<file path="src/rtl/mem_stage_sram_ctrl.sv">
`default_nettype none
// ============================================================================
// Module  : mem_stage_sram_ctrl
// Purpose : MEM-stage data-access controller. It splits each 32-bit load or
//           store into two 16-bit SRAM accesses, low half first. While an
//           access is in flight it holds ready low to freeze the pipeline.
//           For loads it assembles the 32-bit result for the MEM/WB register.
// Revision: 1.0 - initial release
// ============================================================================
module mem_stage_sram_ctrl #(
  parameter int BASE_ADDR   = 1024,  // byte address mapped to SRAM word 0
  parameter int WAIT_CYCLES = 2      // cycles per 16-bit half, >= 2
) (
  input  logic        clk,
  input  logic        rst,
  input  logic        mem_r_en,
  input  logic        mem_w_en,
  input  logic [31:0] addr,
  input  logic [31:0] wdata,
  output logic [31:0] rdata,
  output logic        ready,
  output logic [17:0] sram_addr,
  output logic [15:0] sram_dq_o,
  output logic        sram_dq_oe,
  input  logic [15:0] sram_dq_i,
  output logic        sram_we_n
);

  localparam int CNT_W = $clog2(WAIT_CYCLES);
  // Counter value on the final cycle of a half access
  localparam logic [CNT_W-1:0] LAST_CNT    = CNT_W'(WAIT_CYCLES - 1);
  // Counter value one cycle before the final cycle; WE is raised from here on
  localparam logic [CNT_W-1:0] PRELAST_CNT = CNT_W'(WAIT_CYCLES - 2);

  typedef enum logic [1:0] {
    S_IDLE = 2'd0,
    S_LO   = 2'd1,
    S_HI   = 2'd2,
    S_DONE = 2'd3
  } state_t;

  state_t           r_state;
  logic [CNT_W-1:0] r_cnt;
  logic [16:0]      r_idx;
  logic [15:0]      r_wdata_hi;
  logic             r_is_wr;

  logic             w_req;
  logic [16:0]      w_idx;

  assign w_req = mem_r_en | mem_w_en;
  // Word index inside the SRAM; addresses outside the window simply wrap
  assign w_idx = 17'((addr - 32'(BASE_ADDR)) >> 2);

  // Pipeline is released when idle with nothing to do, or on the hand-off cycle
  assign ready = ((r_state == S_IDLE) & ~w_req) | (r_state == S_DONE);

  // Access sequencer: SRAM bus outputs are registered and set up one cycle ahead
  always_ff @(posedge clk or posedge rst) begin
    if (rst) begin
      r_state    <= S_IDLE;
      r_cnt      <= '0;
      r_idx      <= '0;
      r_wdata_hi <= '0;
      r_is_wr    <= 1'b0;
      rdata      <= '0;
      sram_addr  <= '0;
      sram_dq_o  <= '0;
      sram_dq_oe <= 1'b0;
      sram_we_n  <= 1'b1;
    end else begin
      case (r_state)
        S_IDLE: begin
          if (w_req) begin
            // A store wins when both enables are raised together
            r_idx      <= w_idx;
            r_wdata_hi <= wdata[31:16];
            r_is_wr    <= mem_w_en;
            r_cnt      <= '0;
            r_state    <= S_LO;
            sram_addr  <= {w_idx, 1'b0};
            sram_dq_o  <= wdata[15:0];
            sram_dq_oe <= mem_w_en;
            sram_we_n  <= ~mem_w_en;
          end
        end
        S_LO: begin
          if (r_cnt == LAST_CNT) begin
            if (!r_is_wr) begin
              rdata[15:0] <= sram_dq_i;
            end
            r_cnt     <= '0;
            r_state   <= S_HI;
            sram_addr <= {r_idx, 1'b1};
            sram_dq_o <= r_wdata_hi;
            sram_we_n <= ~r_is_wr;
          end else begin
            r_cnt <= r_cnt + CNT_W'(1);
            // Deassert WE for the last cycle so the address holds across its rising edge
            if (r_cnt == PRELAST_CNT) begin
              sram_we_n <= 1'b1;
            end
          end
        end
        S_HI: begin
          if (r_cnt == LAST_CNT) begin
            if (!r_is_wr) begin
              rdata[31:16] <= sram_dq_i;
            end
            r_cnt      <= '0;
            r_state    <= S_DONE;
            sram_addr  <= '0;
            sram_dq_o  <= '0;
            sram_dq_oe <= 1'b0;
            sram_we_n  <= 1'b1;
          end else begin
            r_cnt <= r_cnt + CNT_W'(1);
            if (r_cnt == PRELAST_CNT) begin
              sram_we_n <= 1'b1;
            end
          end
        end
        S_DONE: begin
          // Pipeline advances on this edge, so the held request is not restarted
          r_state <= S_IDLE;
        end
        default: begin
          r_state <= S_IDLE;
        end
      endcase
    end
  end

endmodule
`default_nettype wire

</file>
<file path="config.mk">
export PLATFORM = sky130hd
export DESIGN_NAME = mem_stage_sram_ctrl
export DESIGN_NICKNAME = d
export VERILOG_FILES = /design/src/rtl/mem_stage_sram_ctrl.sv
export SDC_FILE = /design/constraint.sdc
export NUM_CORES = 1
export LEC_CHECK = 0
export ABC_CLOCK_PERIOD_IN_PS = 2900
export CORE_AREA = 3 3 90 157
export CTS_BUF_LIST = sky130_fd_sc_hd__clkbuf_8 sky130_fd_sc_hd__clkbuf_16
export CTS_CLUSTER_SIZE = 28
export DETAILED_ROUTE_END_ITERATION = 12
export DIE_AREA = 0 0 93 160
export PLACE_DENSITY = 0.66
export SLEW_MARGIN = 10
export SYNTH_ARGS = -nofsm -noshare
export SYNTH_HDL_FRONTEND = slang
export SYNTH_SLANG_ARGS = --single-unit
</file>
<file path="constraint.sdc">
create_clock -name clk -period 2.9 [get_ports clk]
set_clock_uncertainty 0.1 [all_clocks]
set_input_delay 0.29 -clock clk [delete_from_list [all_inputs] [get_ports clk]]
set_output_delay 0.29 -clock clk [all_outputs]
set_load 0.005 [all_outputs]
</file>
==> results.md <==
* Remaining routing DRC violations at 0
* Part of the power in the clock network at 16.3%
* Mean post-synth cell area at 11.59 sq um
* Number of DRC markers after the initial detailed-route iteration at 99
* Share of the synthesized area in the top cell type at 57.55%
* Aggregate global-route resource usage at 16.07%
* Met2 usage in global routing at 29.93%
* Part of the Yosys area used for sequential elements at 58.14%
* Total wire length at 11310 um
* Vertical die dimension at 160 um
* Global routing's busiest layer: met2
* Category of the worst setup path capture point: output pin
* Number of nets in the layout at 613
* Inst Count DP at 683
* Count of mapped cells out of synthesis at 390
* Setup TNS after final layout at 0 ns
* Worst setup SP type: register
* Most common cell in the netlist: sky130_fd_sc_hd__dfrtp_1
* Hold buffer count at CTS at 0
* Number of I/O port buffers at 137
* GRT Residual Overflow at 0
* Via count of the first global-routing pass at 3657
* Synthesized Nets at 480
* Internal power contribution at 5.006 mW
* Total net switching power at 2.683 mW
* Kind of path behind the tightest hold check: input port to async pin
* Synth cell count leaders: sky130_fd_sc_hd__dfrtp_1 (104), sky130_fd_sc_hd__mux2_2 (59), sky130_fd_sc_hd__a21oi_1 (56)
* GR Util met3 at 4.336%
* Shortest period the worst path allows at 2.413 ns
* First drt pass iteration count at 7
* Clock-pin slew of the registers on the worst-case setup and hold paths at 0.07 ns
* Final-report max-slew violation count at 0
* Global-route track usage on met1 at 17.27%
* Max-cap violation count at 0
* Setup-failing EPs final at 0
* # resized after CTS at 0
* Arrival time of data at the critical path endpoint at 2.02 ns
* Final Worst Setup Slack at 0.4867 ns
* Detailed-route wire length per cell at 16.18 um
* Areal power density over the cells at 1193 nW/um^2
* Global-route wire length before repair at 18840 um
* DP Worst Slack at 0.5164 ns
* Root buffer cell: sky130_fd_sc_hd__clkbuf_16
* Synth Area in Simple Gates at 9.961%
* Synth async-reset ratio at 100.0%
* Clock latency reported for the late side of the worst-skew pair at 0.34 ns
* Buffers inserted during post-CTS setup optimization at 0
* Delay of the slowest critical-path stage at 0.50 ns
* Final core utilization at 49.84%
* Core Footprint at 12940 sq um
* CTS HTree Levels at 3
* Effective utilization at floorplan at 34.95%
* Total number of vias at 3452
* Cell area after placement at 6136 sq um
* Share of the cycle needed by the critical path after routing at 83.22%
* Number of buffers added by the clock tree synthesis step at 9
* Synthesis Warnings at 0
* Post-layout instance area at 6447 sq um
* Maximum ir drop on the vdd rail at 0.5933 mV
* Dominant combinational cell family by area after synthesis: multiplexers
* Area leader, netlist: sky130_fd_sc_hd__dfrtp_1
* Antenna diode count at 0
* Post-route antenna net violation count at 0
* Clk sinks at 105
* Critical path required time at 2.51 ns
* Die Span X at 93 um
* Share of total power in combinational logic at 49.2%
* Sequential Power Share at 34.4%
* Max stage delay cell, worst path: sky130_fd_sc_hd__clkdlybuf4s50_1
* Run status: finished clean
* Adder and majority gate portion of the synthesized area at 1.660%
* Longest Clk Path Bufs at 2
* Final estimated routing congestion in global placement at 0.7564
* Parity-gate share of the synthesized area counting xor and xnor cells at 0.9685%
* Standby leakage power at 2.751 nW
* Setup repair after global routing missed its margin: no
* Fraction of synthesized area in multiplexers at 15.14%
* Clock tree from TritonCTS: done
* Die area at 14880 sq um
* Crit-path cells: inv_1 -> ha_1 -> a21o_1 -> clkdlybuf4s50_1
* Standard-cell rows at 55
* Critical path class: register to output pin
* Switching part of the total at 34.90%
* Flop and latch count out of synthesis at 105
* Share of layout cells above drive strength 1 at 17.42%
* Initial antenna violation count at 0
* Non-filler cells in the finished layout at 699
* IO Count at 153
* Transition time at the pin with the least slew margin at 0.7300 ns
* Compound-gate portion of the synthesized area at 11.12%
* Number of enable flip-flop cells after synthesis at 0
* Area Overhead vs Synth at 42.58%
* Maximum number of pins on one net before global-route repair at 70
* Critical Path Fanout Max at 10
* Count of endpoints failing hold in the final timing report at 0
* Most instantiated flip-flop cell in the synthesis netlist: sky130_fd_sc_hd__dfrtp_1
* HPWL Detailed at 8446 um
* Fmax at 414.4 MHz
* Rel. slew slack at 51.21%
* Vias/cell at 4.938
* Top post-synthesis cells by area: sky130_fd_sc_hd__dfrtp_1 (58%), sky130_fd_sc_hd__mux2_2 (15%), sky130_fd_sc_hd__a21oi_1 (6.2%), sky130_fd_sc_hd__and3_1 (3.3%), sky130_fd_sc_hd__nor2_1 (3.0%)
* Cell area after synthesis at 4522 sq um
* Cell variety after synth at 37
## per-layer routing
layer / up-vias / part of all wire [%]
li1: 1640 / -
met1: 1684 / 36
met2: 115 / 57
met3: 13 / 5.4
met4: 0 / 1.8
met5: - / 0
## critical path: cells and delay by family, from the launching register on
kind / cells / cell delay (ns)
adder cells (fa/ha/maj): 1 / 0.45
flip-flops: 1 / 0.44
buffers and inverters: 2 / 0.61
AO/OA/AOI/OAI: 1 / 0.18
## cells by family after synthesis
group,Yosys count
AOI/OAI and AO/OA,88
xor gates and xnor gates,5
DFF,105
adders and majority gates,6
and+or+nand+nor,92
muxes,61
buffers and inverters,33
## final cells by class
type / count / area (sq um)
fillers: 1185 / 6490
repair buffers: 147 / 1484
multi-input cells: 252 / 1775
clock inverters: 7 / 86.33
well taps: 171 / 214.0
flip-flops and latches: 105 / 2629
clock buffers: 9 / 225.2
inverters: 8 / 33.78
## cells in the final DEF (no fill, tap or decap), types with 4 or more instances in the layout
| cell | n |
|---|---|
| sky130_fd_sc_hd__dfrtp_1 | 104 |
| sky130_fd_sc_hd__clkdlybuf4s50_1 | 137 |
| sky130_fd_sc_hd__nor2_1 | 36 |
| sky130_fd_sc_hd__buf_4 | 7 |
| sky130_fd_sc_hd__a21oi_1 | 56 |
| sky130_fd_sc_hd__ha_1 | 6 |
| sky130_fd_sc_hd__mux2_2 | 59 |
| sky130_fd_sc_hd__xnor2_1 | 4 |
| sky130_fd_sc_hd__nand2_1 | 14 |
| sky130_fd_sc_hd__and3_1 | 24 |
| sky130_fd_sc_hd__o21ai_0 | 11 |
| sky130_fd_sc_hd__a31oi_1 | 4 |
| sky130_fd_sc_hd__inv_1 | 6 |
| sky130_fd_sc_hd__o211ai_1 | 4 |
| sky130_fd_sc_hd__clkbuf_16 | 9 |
| sky130_fd_sc_hd__nand3_1 | 5 |
## power groups by stage
stage	clock network (mW)	registers (mW)	logic (mW)
3_3_place_gp	0	2.64	3.75
2_1_floorplan	0	2.65	2.06
4_1_cts	1.30	2.66	3.86
5_1_grt	1.36	2.76	4.16
3_5_place_dp	0	2.68	3.85
6_report	1.25	2.65	3.79
## per-stage QoR
stage               total power [mW]  hold WS (ns)
floorplan                      4.710        0.3018
global placement               6.389        0.3622
detailed placement             6.533        0.3696
CTS                            7.814        0.3113
global route                   8.286        0.3369
finish                         7.689        0.2928
## registers in the layout, summed over array words and instances, names as in the netlist
register / flops
rdata: 32
sram_addr: 18
r_idx: 17
r_wdata_hi: 16
sram_dq_o: 16
r_state: 2
r_cnt: 1
r_is_wr: 1
sram_dq_oe: 1
sram_we_n: 1
## path summary, 6_finish.rpt
| kind | end | slack (ns) | start | depth (start not counted) |
|---|---|---|---|---|
| worst min-delay path | rdata[11]$_DFFE_PP0P_ | 0.29 | rst | 3 |
| worst min register to register | r_idx[10]$_DFFE_PP0P_ | 0.39 | r_idx[10]$_DFFE_PP0P_ | 2 |
| min in group clk | r_idx[10]$_DFFE_PP0P_ | 0.39 | r_idx[10]$_DFFE_PP0P_ | 2 |
| worst max register to register | sram_dq_o[9]$_DFFE_PP0P_ | 0.52 | r_state[0]$_DFFE_PP0P_ | 7 |
| worst max-delay path | ready | 0.49 | r_state[0]$_DFFE_PP0P_ | 4 |
| max in group asynchronous | r_wdata_hi[15]$_DFFE_PP0P_ | 1.99 | rst | 3 |
No activity file was read; power rests on OpenSTA's default activity.
